<file path="src/rtl/psc_trigger_pkg.sv">
// Shared types and defaults for the PSC frame-aligned trigger scheduler.
package psc_trigger_pkg;

    typedef enum logic [2:0] {
        ST_IDLE   = 3'b001,
        ST_WAIT   = 3'b110,
        ST_ACTIVE = 3'b011
    } trig_state_e;

    localparam int unsigned DEF_NUM_CH       = 4;
    localparam int unsigned DEF_FRAME_LEN    = 10;
    localparam int unsigned DEF_CNT_W        = 4;
    localparam int unsigned DEF_HOLD_FRAMES  = 1;
    localparam int unsigned DEF_PEND_W       = 3;
    localparam int unsigned DEF_BACK_TO_BACK = 0;

    function automatic int unsigned clog2(input int unsigned value);
        int unsigned w;
        w = 0;
        if (value > 1) begin
            for (int unsigned v = value - 1; v != 0; v = v >> 1) begin
                w++;
            end
        end
        return w;
    endfunction

endpackage

</file>
<file path="src/rtl/psc_trigger_ch.sv">
// One trigger channel: request FSM, hold-frame counter, saturating pending count and sticky overflow.
module psc_trigger_ch
    import psc_trigger_pkg::*;
#(
    parameter int unsigned HOLD_FRAMES  = DEF_HOLD_FRAMES,
    parameter int unsigned PEND_W       = DEF_PEND_W,
    parameter int unsigned BACK_TO_BACK = DEF_BACK_TO_BACK
) (
    input  logic              clk,
    input  logic              reset_n,
    input  logic              ch_en,
    input  logic              trigger_pulse,
    input  logic              frame_tick,
    input  logic              ovf_clr,
    output logic              is_trigger,
    output logic [PEND_W-1:0] pending_cnt,
    output logic              overflow
);

    localparam int unsigned       HOLD_W    = (clog2(HOLD_FRAMES) > 0) ? clog2(HOLD_FRAMES) : 1;
    localparam logic [HOLD_W-1:0] HOLD_LAST = HOLD_W'(HOLD_FRAMES - 1);
    localparam logic [PEND_W-1:0] PEND_MAX  = '1;

    trig_state_e       state_q, state_d;
    logic [HOLD_W-1:0] hold_q, hold_d;
    logic [PEND_W-1:0] pend_q, pend_d;
    logic              ovf_q, ovf_d;
    logic              is_trigger_q, is_trigger_d;
    logic              req_inc, req_dec;

    always_comb begin
        state_d = state_q;
        hold_d  = hold_q;
        pend_d  = pend_q;
        ovf_d   = ovf_clr ? 1'b0 : ovf_q;
        req_inc = 1'b0;
        req_dec = 1'b0;

        if (!ch_en) begin
            state_d = ST_IDLE;
            hold_d  = '0;
            pend_d  = '0;
        end else begin
            case (state_q)
                ST_IDLE: begin
                    if (trigger_pulse) begin
                        state_d = ST_WAIT;
                    end
                end
                ST_WAIT: begin
                    req_inc = trigger_pulse;
                    if (frame_tick) begin
                        state_d = ST_ACTIVE;
                        hold_d  = '0;
                    end
                end
                ST_ACTIVE: begin
                    req_inc = trigger_pulse;
                    if (frame_tick) begin
                        if (hold_q == HOLD_LAST) begin
                            // A strobe landing on the exit cycle counts as queued even with pend_q==0.
                            if (pend_q != '0 || trigger_pulse) begin
                                req_dec = 1'b1;
                                hold_d  = '0;
                                state_d = (BACK_TO_BACK != 0) ? ST_ACTIVE : ST_WAIT;
                            end else begin
                                state_d = ST_IDLE;
                            end
                        end else begin
                            hold_d = hold_q + HOLD_W'(1);
                        end
                    end
                end
                default: begin
                    state_d = ST_IDLE;
                    hold_d  = '0;
                    pend_d  = '0;
                end
            endcase

            if (req_inc && !req_dec) begin
                if (pend_q == PEND_MAX) begin
                    ovf_d = 1'b1;
                end else begin
                    pend_d = pend_q + PEND_W'(1);
                end
            end else if (req_dec && !req_inc) begin
                pend_d = pend_q - PEND_W'(1);
            end
        end

        is_trigger_d = (state_d == ST_ACTIVE);
    end

    always_ff @(posedge clk or negedge reset_n) begin
        if (!reset_n) begin
            state_q      <= ST_IDLE;
            hold_q       <= '0;
            pend_q       <= '0;
            ovf_q        <= 1'b0;
            is_trigger_q <= 1'b0;
        end else begin
            state_q      <= state_d;
            hold_q       <= hold_d;
            pend_q       <= pend_d;
            ovf_q        <= ovf_d;
            is_trigger_q <= is_trigger_d;
        end
    end

    assign is_trigger  = is_trigger_q;
    assign pending_cnt = pend_q;
    assign overflow    = ovf_q;

endmodule

</file>
<file path="src/rtl/psc_trigger_sched.sv">
// Frame-aligned multi-channel trigger scheduler: shared TX frame counter plus NUM_CH independent channels.
module psc_trigger_sched
    import psc_trigger_pkg::*;
#(
    parameter int unsigned NUM_CH       = DEF_NUM_CH,
    parameter int unsigned FRAME_LEN    = DEF_FRAME_LEN,
    parameter int unsigned CNT_W        = DEF_CNT_W,
    parameter int unsigned HOLD_FRAMES  = DEF_HOLD_FRAMES,
    parameter int unsigned PEND_W       = DEF_PEND_W,
    parameter int unsigned BACK_TO_BACK = DEF_BACK_TO_BACK
) (
    input  logic                     clk,
    input  logic                     reset_n,
    input  logic [NUM_CH-1:0]        ch_en,
    input  logic [NUM_CH-1:0]        trigger_pulse,
    input  logic                     ovf_clr,
    output logic [CNT_W-1:0]         tx_counter,
    output logic                     frame_tick,
    output logic [NUM_CH-1:0]        is_trigger,
    output logic [NUM_CH*PEND_W-1:0] pending_cnt,
    output logic [NUM_CH-1:0]        overflow
);

    localparam logic [CNT_W-1:0] CNT_LAST = CNT_W'(FRAME_LEN - 1);

    logic [CNT_W-1:0] tx_counter_q, tx_counter_d;
    logic             tick;

    assign tick = (tx_counter_q == CNT_LAST);

    always_comb begin
        tx_counter_d = tick ? '0 : tx_counter_q + CNT_W'(1);
    end

    always_ff @(posedge clk or negedge reset_n) begin
        if (!reset_n) begin
            tx_counter_q <= '0;
        end else begin
            tx_counter_q <= tx_counter_d;
        end
    end

    assign tx_counter = tx_counter_q;
    assign frame_tick = tick;

    for (genvar ch = 0; ch < NUM_CH; ch++) begin : g_ch
        psc_trigger_ch #(
            .HOLD_FRAMES  (HOLD_FRAMES),
            .PEND_W       (PEND_W),
            .BACK_TO_BACK (BACK_TO_BACK)
        ) u_ch (
            .clk           (clk),
            .reset_n       (reset_n),
            .ch_en         (ch_en[ch]),
            .trigger_pulse (trigger_pulse[ch]),
            .frame_tick    (tick),
            .ovf_clr       (ovf_clr),
            .is_trigger    (is_trigger[ch]),
            .pending_cnt   (pending_cnt[ch*PEND_W +: PEND_W]),
            .overflow      (overflow[ch])
        );
    end

endmodule

</file>
<file path="config.mk">
export PLATFORM = sky130hd
export DESIGN_NAME = psc_trigger_sched
export DESIGN_NICKNAME = d
export VERILOG_FILES = /design/src/rtl/psc_trigger_pkg.sv /design/src/rtl/psc_trigger_ch.sv /design/src/rtl/psc_trigger_sched.sv
export SDC_FILE = /design/constraint.sdc
export NUM_CORES = 1
export LEC_CHECK = 0
export BUFFER_PORTS_ARGS = -buffer_cell sky130_fd_sc_hd__clkbuf_2
export CAP_MARGIN = 20
export CORE_ASPECT_RATIO = 1.25
export CORE_MARGIN = 5
export CORE_UTILIZATION = 45
export DETAILED_ROUTE_END_ITERATION = 10
export PLACE_DENSITY_LB_ADDON = 0.05
export SLEW_MARGIN = 20
export SYNTH_ARGS = -nofsm -noshare
export SYNTH_HDL_FRONTEND = slang
export SYNTH_SLANG_ARGS = --single-unit
</file>
<file path="constraint.sdc">
create_clock -name clk -period 2.4 [get_ports clk]
set_input_delay 0.24 -clock clk [delete_from_list [all_inputs] [get_ports clk]]
set_output_delay 0.24 -clock clk [all_outputs]
set_load 0.1 [all_outputs]
</file>
# Word level (Yosys, flattened, before mapping)

Index checks and enable logic that the tools add are counted.

Register bits after elaboration: 40
Logic and storage cells: 213

Equality and inequality tests: 33
Reduce and logical (&&, ||, !) cells: 36
$add $sub $neg: 13
Muxes and demuxes: 110

Operators by type and width:

| kind                | number |
|---|---|
| $mux 3              | 44 |
| $mux 1              | 57 |
| $pmux 3 s3          | 4 |
| $eq 3x2->1 const B  | 8 |
| $eq 3x3->1 const B  | 8 |
| $ne 3x3->1 const B  | 8 |
| $add 3x1->3 const B | 4 |
| $eq 3x1->1 const B  | 4 |
| $pmux 1 s3          | 4 |
| $reduce_and 3->1    | 4 |
| $reduce_bool 3->1   | 4 |
| $reduce_or 3->1     | 4 |
| $sub 3x1->3 const B | 4 |
| $logic_and 1x1->1   | 8 |
| $logic_not 1->1     | 8 |
| $ne 2x2->1 const B  | 4 |
| $reduce_or 2->1     | 4 |
| $add 1x1->1 const B | 4 |
| $add 4x1->4 const B | 1 |
| $eq 4x4->1 const B  | 1 |
| $logic_or 1x1->1    | 4 |
| $mux 4              | 1 |

# Logic depth before layout (Yosys ltp)

Gate-level depths: netlist of run 1.

Depth after elaboration: 11
Mapped depth: 7

# By module

From an unflattened synthesis of run 1, not the netlist that was laid out.

Cells, all modules: 231
Area total of the unflattened synthesis: 2,283.4 sq um

By module, submodules not included:

| module            | area each (sq um) | cells an instance | instances |
|---|---|---|---|
| psc_trigger_ch    | 528.0             | 54                | 4 |
| psc_trigger_sched | 171.4             | 15                | 1 |

# Worst setup path after synthesis of run 1

Ideal clock, no wire load.

Path type: register to register
Start: register tx_counter_q[0] (netlist: tx_counter[0])
End: register g_ch[1].u_ch.pend_q[2]
Data required time: 2,274 ps
Arrival: 2,712 ps
Path slack: -438 ps
Cell stages (with the launch flop): 8
Period minus slack after synthesis: 2,838 ps
Buffers on the path: 2
Path through: dfrtp_1 nand4bb_1 buf_2 inv_1 buf_2 nand4_1 o211a_1 o311a_1

Longest elaborated chain between the ends: 8

RTL lines:

| element                                              | line                                       | text |
|---|---|---|
| start: declaration                                   | psc_trigger_sched.sv:26                    | `logic [CNT_W-1:0] tx_counter_q, tx_counter_d;` |
| start signal: assignment                             | psc_trigger_sched.sv:39                    | `tx_counter_q <= tx_counter_d;` |
| $eq 4x4->1 *                                         | psc_trigger_sched.sv:29                    | `assign tick = (tx_counter_q == CNT_LAST);` |
| net frame_tick                                       | psc_trigger_sched.sv:18                    | `output logic frame_tick,` |
| $mux 1 *                                             | psc_trigger_ch.sv:59                       | `if (frame_tick) begin` |
| $mux 1 *                                             | psc_trigger_ch.sv:44                       | `case (state_q)` |
| $mux 1 *                                             | psc_trigger_ch.sv:39                       | `if (!ch_en) begin` |
| $logic_and 1x1->1 or $logic_not 1->1 (tied branches) | psc_trigger_ch.sv:87, psc_trigger_ch.sv:81 |  |
| $mux 3 or $logic_and 1x1->1 (tied branches)          | psc_trigger_ch.sv:87, psc_trigger_ch.sv:81 |  |
| $mux 3 *                                             | psc_trigger_ch.sv:81                       | `if (req_inc && !req_dec) begin` |
| $mux 3 *                                             | psc_trigger_ch.sv:39                       |  |
| net g_ch[1].u_ch.pend_d[2]                           | psc_trigger_ch.sv:26                       | `logic [PEND_W-1:0] pend_q, pend_d;` |
| end signal: assignment                               | psc_trigger_ch.sv:105                      | `pend_q <= pend_d;` |
| end: declaration                                     | psc_trigger_ch.sv:26                       |  |

The timed path passes the listed nets; every way through them passes the cells marked *. The select of a mux whose other input is x is not followed.
A chain may end at the register's enable or synchronous reset.

# Worst setup path in the final report of run 1

Start: register tx_counter_q[2] (netlist: tx_counter[2])
End: register g_ch[1].u_ch.pend_q[2]

Longest elaborated chain between the ends: 8

RTL lines:

| element                                              | line |
|---|---|
| $eq 4x4->1 *                                         | psc_trigger_sched.sv:29 |
| $mux 1 *                                             | psc_trigger_ch.sv:59 |
| $mux 1 *                                             | psc_trigger_ch.sv:44 |
| $mux 1 *                                             | psc_trigger_ch.sv:39 |
| $logic_and 1x1->1 or $logic_not 1->1 (tied branches) | psc_trigger_ch.sv:87, psc_trigger_ch.sv:81 |
| $mux 3 or $logic_and 1x1->1 (tied branches)          | psc_trigger_ch.sv:87, psc_trigger_ch.sv:81 |
| $mux 3 *                                             | psc_trigger_ch.sv:81 |
| $mux 3 *                                             | psc_trigger_ch.sv:39 |
| net g_ch[1].u_ch.pend_d[2]                           | psc_trigger_ch.sv:26 |

Marks and branches as above.

==> run summary, run 1 <==
Status = finished clean
Slowest CP cell = dfrtp_2
PnR Total Power = 1.740 mW
First-pass GRT wire length = 9.039 mm
#FFs+latches synth = 36
Ranking of synthesized cells by area = dfrtp_1 (34%), ha_1 (8.5%), dfstp_2 (4.4%)
Sum Neg Setup Slack = 0 ns
Worst Setup EP = g_ch[1].u_ch.pending_cnt[2]$_DFF_PN0_
Final Instance Area = 2653 µm²
Utilization after layout = 52.22%
Cell area power density = 656.0 nW/µm²
Layout cells sized above 1 = 22.30%
CP top delay family = compound AO/OA/AOI/OAI gates
Syn_area_per_cell = 9.525 µm²
Flop2flop setup slack = 0.33 ns
Detailed Route Iter0 Violations = 85
Worst flop-to-flop path startpoint = tx_counter[2]$_DFF_PN0_
Arrival @ worst endpoint = 2.24 ns
Non-Filler Instances = 340
Switching Share = 39.07%
Final layout net count = 304
GRT Total Usage = 16.57%
Clock sinks = 36
Gate Count Post-Synth = 248
Resized cells post-CTS = 0
Register share of total power = 42.4%
Post-synth EDFFs = 0
DR DRC count = 0
Critical Setup Path Class = register to register
Filler Cell Count = 522
HP Class = input pin to asynchronous set/reset pin
Period utilisation layout = 86.14%
Slew at the pin with the worst max-slew slack = 0.9083 ns
Post-Syn Nets = 275
RSZ-0062 raised after global routing = false
Post-CTS Hold Buffers = 0
Largest net degree at the start of global routing = 37
Lkg Pwr = 1.314 nW
Sequential cell area fraction in the yosys report = 38.35%
Mean routed wirelength per cell = 15.05 µm
Cts bufs inserted = 5
Placed cell areas = 2562 µm²
Core ar. = 5080 µm²
PortBufs = 35
Slew Limit Headroom = 39.45%
Logic pwr share = 31.8%
Worst-path fanout max = 11
Die height = 91.01 µm
Post-CTS Setup Inserts = 0
Synth area leader = dfrtp_1
Fin. max-slew vios = 0
Clk slew on worst S/H paths = 0.07 ns
Crit path launch type = register
Worst Setup SP = tx_counter[2]$_DFF_PN0_
Vias in the first global route = 1,876
CTS Buffer Depth = 2
Final setup violation count = 0
Delay of the slowest cell on the worst path = 0.44 ns
Area share of the leading cell type in the synthesized netlist = 33.90%
Peak Freq = 483.7 MHz
Cell Rows = 29
Io pins = 36
R2R cell count = 5
Clk pwr share = 25.7%
Synthesized area = 2362 µm²
Total congestion overflow = 0
DRT Wirelength = 5.116 mm
CTS H-tree lvls = 2
Clk_lat worst skew = 0.28 ns
Hold Vio Cnt, Final = 0
Antenna diodes = 0
First-pass iteration count of the detailed router = 4
Int Pwr = 1.060 mW
Synth cell types = 60
Clk_skew = 0.006500 ns
GP Congestion = 0.7924
Max cap viols = 0
Vias/cell = 5.703
Antenna-violating nets left = 0
NetSw = 0.6798 mW
DIE AREA = 6808 µm²
Critical path required time = 2.57 ns
Area grow syn2layout = 12.29%
WP depth = 5
DR vias = 1,939
Crit path buf inv count = 1
Top FF cell, synth = dfrtp_1
Tmin final = 2.067 ns
Asr flop ratio synth = 100.0%
Peak supply drop = 0.0003603 V
TritonCTS clock tree = yes
Placed insts = 332
CP Cell Sequence = nand4bb_1, inv_1, nand4_1, o211a_1, o311a_1
Die width = 74.81 µm
Ys Warns = 0
Detail Placement HPWL = 3.768 mm
CTS root buf = clkbuf_8
Initial antenna violation count = 0
Initial Util = 46.50%
Reg-to-reg endpoint = g_ch[1].u_ch.pending_cnt[2]$_DFF_PN0_
Critical path endpoint category = register
==> cells in the final DEF (no fill, tap or decap), drive strengths merged, types with 3 or more instances in the layout <==
| master | synthesis | layout |
|---|---|---|
| a31oi | 3 | 3 |
| a21boi | 3 | 3 |
| o211a | 5 | 5 |
| nor3b | 4 | 4 |
| nor2b | 8 | 8 |
| o21ai | 10 | 10 |
| nand2 | 18 | 18 |
| nand4 | 6 | 6 |
| a21oi | 8 | 8 |
| nand3 | 6 | 6 |
| nand2b | 8 | 8 |
| a32oi | 3 | 3 |
| or2 | 3 | 3 |
| inv | 24 | 24 |
| buf | 11 | 3 |
| and3 | 4 | 4 |
| ha | 16 | 16 |
| dfrtp | 32 | 32 |
| o21a | 3 | 3 |
| and2 | 3 | 3 |
| nor3 | 3 | 3 |
| nand3b | 3 | 3 |
| dfstp | 4 | 4 |
| o211ai | 3 | 3 |
| clkbuf | 4 | 42 |
| mux2i | 5 | 5 |
| a32o | 4 | 4 |
| nor2 | 4 | 4 |
==> metrics by stage <==
stage	setup slack (ns)	hold WS (ns)
2_1_floorplan	0.03601	-0.05559
3_3_place_gp	0.3711	0.4249
3_5_place_dp	0.3088	0.4286
4_1_cts	0.3076	0.1094
5_1_grt	0.1510	0.1496
6_report	0.3327	0.07010
==> worst reg2reg max path: cells and delay by family (launching register included) <==
kind	cells	cell delay (ns)
simple gates	2	0.56
compound gates	2	0.61
flops	1	0.44
buf+inv	1	0.35
==> cells by family (layout without fill, tap and decap cells) <==
family	count (synthesis)	count (layout)	synth area share (%)
compound gates	66	66	21.29
xor+xnor	3	3	1.112
fa+ha+maj	16	16	8.474
buf+inv	39	69	7.627
flops	36	36	38.35
mux	6	6	2.595
simple gates	82	82	20.55
==> layer usage <==
| layer | global-route usage [%] | vias up | wire (µm) |
|---|---|---|---|
| met2 | 26.98 | 51 | 2504 |
| met4 | 4.451 | 0 | 66 |
| met1 | 22.22 | 931 | 2309 |
| met5 | 0 | - | 0 |
| li1 | - | 950 | - |
| met3 | 3.204 | 7 | 235 |
==> area by class of cell <==
type | instances | area (µm²) | area share [%]
clock buffer | 8 | 90.09 | 3.396
tap | 62 | 77.57 | 2.925
multi-input combinational | 173 | 1276 | 48.11
sequential | 36 | 913.4 | 34.43
inverter | 24 | 90.09 | 3.396
timing repair buffer | 37 | 205.2 | 7.736
==> Yosys cell counts, types with 2 or more instances <==
| library cell | number |
|---|---|
| nand2b_1 | 8 |
| mux2i_1 | 5 |
| a31oi_1 | 3 |
| o21ai_0 | 10 |
| and4b_1 | 2 |
| dfstp_2 | 4 |
| and2_1 | 3 |
| o221a_2 | 2 |
| nand3_1 | 6 |
| nand4_1 | 6 |
| a211oi_1 | 2 |
| buf_4 | 8 |
| a21o_1 | 2 |
| nand3b_1 | 3 |
| nor2b_1 | 8 |
| or2_2 | 3 |
| clkbuf_1 | 4 |
| buf_2 | 3 |
| inv_1 | 24 |
| a32oi_1 | 3 |
| o21bai_1 | 2 |
| ha_1 | 16 |
| nand2_1 | 18 |
| and3_1 | 4 |
| nor3_1 | 3 |
| xor2_1 | 2 |
| and3b_1 | 2 |
| o311a_1 | 2 |
| o211a_1 | 5 |
| a21oi_1 | 8 |
| o2bb2ai_1 | 2 |
| nor4_1 | 2 |
| o21a_1 | 3 |
| nor2_1 | 4 |
| nor3b_1 | 4 |
| dfrtp_1 | 32 |
| a21boi_0 | 2 |
| o211ai_1 | 3 |
| a32o_1 | 4 |
==> sequential cells by signal (all words and copies together) (netlist names) <==
name and cells:
g_ch.u_ch.state_q 12, g_ch.u_ch.overflow 4, tx_counter 4, g_ch.u_ch.is_trigger 4
g_ch.u_ch.pending_cnt 12
==> power groups by stage <==
stage	clock network (mW)	registers [mW]	logic, mW
CTS	0.464	0.739	0.560
floorplan	0	0.864	0.326
detailed placement	0	0.749	0.556
global placement	0	0.748	0.559
finish	0.448	0.738	0.554
global route	0.492	0.751	0.613
==> how the worst min path moves through the flow <==
stage | startpoint | end | slack [ns]
after CTS | reset_n | g_ch[3].u_ch.pending_cnt[1]$_DFF_PN0_ | 0.11
after floorplan | reset_n | g_ch[0].u_ch.is_trigger$_DFF_PN0_ | -0.06
final | reset_n | g_ch[3].u_ch.pending_cnt[1]$_DFF_PN0_ | 0.07
after detailed placement | reset_n | g_ch[3].u_ch.pending_cnt[1]$_DFF_PN0_ | 0.43
after global placement | reset_n | g_ch[3].u_ch.pending_cnt[1]$_DFF_PN0_ | 0.42
after global routing | ch_en[2] | g_ch[2].u_ch.state_q[0]$_DFF_PN1_ | 0.15
Power figures use the tool's default switching activity.
==> run 2, diff against run 1 <==
--- a/config.mk
+++ b/config.mk
@@ -10,6 +10,7 @@
 export CORE_ASPECT_RATIO = 1.25
 export CORE_MARGIN = 5
 export CORE_UTILIZATION = 45
+export CTS_BUF_LIST = sky130_fd_sc_hd__clkbuf_4 sky130_fd_sc_hd__clkbuf_8
 export DETAILED_ROUTE_END_ITERATION = 10
 export PLACE_DENSITY_LB_ADDON = 0.05
 export SLEW_MARGIN = 20
==> run 2 against run 1 <==
Compared with the run above:
- clock power increased by 4.9%
- register-to-register slack about the same
- routed wire length fell by 0.22%
- critical endpoint unchanged
- sequential power barely moved
- cell count unchanged
- core utilization increased by 0.15 points
- setup slack got worse by 0.0094 ns
- hold slack lost 0.00088 ns
- final area is 0.28% higher
- flip-flop and latch count unchanged
- power rose by 1.3%
- non-clock buffer count did not move
==> run summary, run 2 (synthesis results as in run 1) <==
Initial antenna violation count = 0 (unchanged)
Crit path buf inv count = 1 (unchanged)
Detailed Route Iter0 Violations = 82 (was 85)
CTS root buf = clkbuf_8 (unchanged)
HP Class = input pin to asynchronous set/reset pin (unchanged)
Clk_skew = 0.006478 ns (was 0.006500 ns)
GP Congestion = 0.7924 (unchanged)
RSZ-0062 raised after global routing = false (unchanged)
Io pins = 36 (unchanged)
Antenna-violating nets left = 0 (unchanged)
Fin. max-slew vios = 0 (unchanged)
Final setup violation count = 0 (unchanged)
Die width = 74.81 µm (unchanged)
GRT Total Usage = 16.57% (unchanged)
Clock sinks = 36 (unchanged)
DR DRC count = 0 (unchanged)
Post-CTS Hold Buffers = 0 (unchanged)
Flop2flop setup slack = 0.32 ns (was 0.33 ns)
Antenna diodes = 0 (unchanged)
Commonest non-fill, non-tap cells in the layout = clkbuf_2 (34), dfrtp_1 (26), inv_1 (24), nand2_1 (18), ha_1 (16) (unchanged)
First-pass GRT wire length = 9.039 mm (unchanged)
Worst-path fanout max = 11 (unchanged)
Placed cell areas = 2562 µm² (unchanged)
Lkg Pwr = 1.321 nW (was 1.314 nW)
Commonest non-fill, non-tap cell in the layout = clkbuf_2 (unchanged)
Cts bufs inserted = 5 (unchanged)
Post-CTS Setup Inserts = 0 (unchanged)
Reg-to-reg endpoint = g_ch[1].u_ch.pending_cnt[2]$_DFF_PN0_ (unchanged)
DRT Wirelength = 5.105 mm (was 5.116 mm)
TritonCTS clock tree = yes (unchanged)
Slew Limit Headroom = 39.73% (was 39.45%)
Peak supply drop = 0.0003600 V (was 0.0003603 V)
Status = finished clean (unchanged)
Resized cells post-CTS = 0 (unchanged)
CTS Buffer Depth = 2 (unchanged)
Clk slew on worst S/H paths = 0.07 ns (about the same)
Total congestion overflow = 0 (unchanged)
Core ar. = 5080 µm² (unchanged)
Critical path required time = 2.57 ns (about the same)
Tmin final = 2.077 ns (was 2.067 ns)
DR vias = 1,935 (was 1,939)
Detail Placement HPWL = 3.768 mm (unchanged)
Worst flop-to-flop path startpoint = tx_counter[2]$_DFF_PN0_ (unchanged)
CP Cell Sequence = nand4bb_1, inv_1, nand4_1, o211a_1, o311a_1 (unchanged)
Critical Setup Path Class = register to register (unchanged)
First-pass iteration count of the detailed router = 4 (unchanged)
Mean routed wirelength per cell = 15.01 µm (was 15.05 µm)
Vias/cell = 5.691 (was 5.703)
Max cap viols = 0 (unchanged)
Slowest CP cell = dfrtp_2 (unchanged)
Period utilisation layout = 86.53% (was 86.14%)
Slew at the pin with the worst max-slew slack = 0.9041 ns (was 0.9083 ns)
Initial Util = 46.50% (unchanged)
PortBufs = 35 (unchanged)
CP top delay family = compound AO/OA/AOI/OAI gates (unchanged)
R2R cell count = 5 (unchanged)
Dpl ws = 0.3088 ns (unchanged)
Utilization after layout = 52.36% (was 52.22%)
Arrival @ worst endpoint = 2.25 ns (was 2.24 ns)
Setup WS post-layout = 0.3233 ns (was 0.3327 ns)
Clk_lat worst skew = 0.28 ns (about the same)
DIE AREA = 6808 µm² (unchanged)
Hold Vio Cnt, Final = 0 (unchanged)
Cell area power density = 662.5 nW/µm² (was 656.0 nW/µm²)
Final layout net count = 304 (unchanged)
Cell Rows = 29 (unchanged)
Final Instance Area = 2660 µm² (was 2653 µm²)
Peak Freq = 481.5 MHz (was 483.7 MHz)
Sum Neg Setup Slack = 0 ns (unchanged)
Crit path launch type = register (unchanged)
CTS H-tree lvls = 2 (unchanged)
Vias in the first global route = 1,876 (unchanged)
Die height = 91.01 µm (unchanged)
Largest net degree at the start of global routing = 37 (unchanged)
Critical path endpoint category = register (unchanged)
Filler Cell Count = 518 (was 522)
Area grow syn2layout = 12.61% (was 12.29%)
Layout cells sized above 1 = 23.02% (was 22.30%)
Delay of the slowest cell on the worst path = 0.44 ns (about the same)
## run 2: routing by layer
layer	track usage [%]	up-vias	routed length [µm]
li1	-	951	-
met1	22.22	932	2312
met2	26.98	45	2501
met3	3.204	7	224
met4	4.451	0	66
met5	0	-	0
## run 2: final cells by class
class	count	area (µm²)	area share, %
clock buffers	8	97.59	3.669
inverters	24	90.09	3.387
multi-input cells	173	1276	47.98
flip-flops and latches	36	913.4	34.34
well taps	62	77.57	2.916
repair buffers	37	205.2	7.714
## run 2: power by group
part / switching (mW) / internal (mW)
Sequential: 0.0661 / 0.672
Clock: 0.213 / 0.257
Combinational: 0.400 / 0.154
## run 2: worst max path at each step
stage	slack, ns	to	startpoint	depth (start not counted)
5_1_grt	0.15	g_ch[1].u_ch.pending_cnt[2]$_DFF_PN0_	tx_counter[2]$_DFF_PN0_	5
4_1_cts	0.31	g_ch[1].u_ch.pending_cnt[2]$_DFF_PN0_	tx_counter[2]$_DFF_PN0_	5
6_report	0.32	g_ch[1].u_ch.pending_cnt[2]$_DFF_PN0_	tx_counter[2]$_DFF_PN0_	5
2_1_floorplan	0.04	g_ch[0].u_ch.pending_cnt[2]$_DFF_PN0_	g_ch[0].u_ch.pending_cnt[0]$_DFF_PN0_	6
3_3_place_gp	0.37	g_ch[1].u_ch.pending_cnt[2]$_DFF_PN0_	tx_counter[2]$_DFF_PN0_	5
3_5_place_dp	0.31	g_ch[1].u_ch.pending_cnt[2]$_DFF_PN0_	tx_counter[2]$_DFF_PN0_	5
## run 2: stage by stage
stage          hold slack, ns  cells  power [mW]
3_3_place_gp           0.4249    332       1.307
2_1_floorplan        -0.05559    248       1.190
4_1_cts                0.1094    340       1.786
5_1_grt                0.1499    340       1.878
6_report              0.06922    340       1.762
3_5_place_dp           0.4286    332       1.305
## run 2: worst reg2reg max path: cells and delay by family (launching register included)
kind	cells	cell delay (ns)
AO/OA/AOI/OAI	2	0.61
AND/OR/NAND/NOR	2	0.57
flip-flops	1	0.44
buffers and inverters	1	0.35
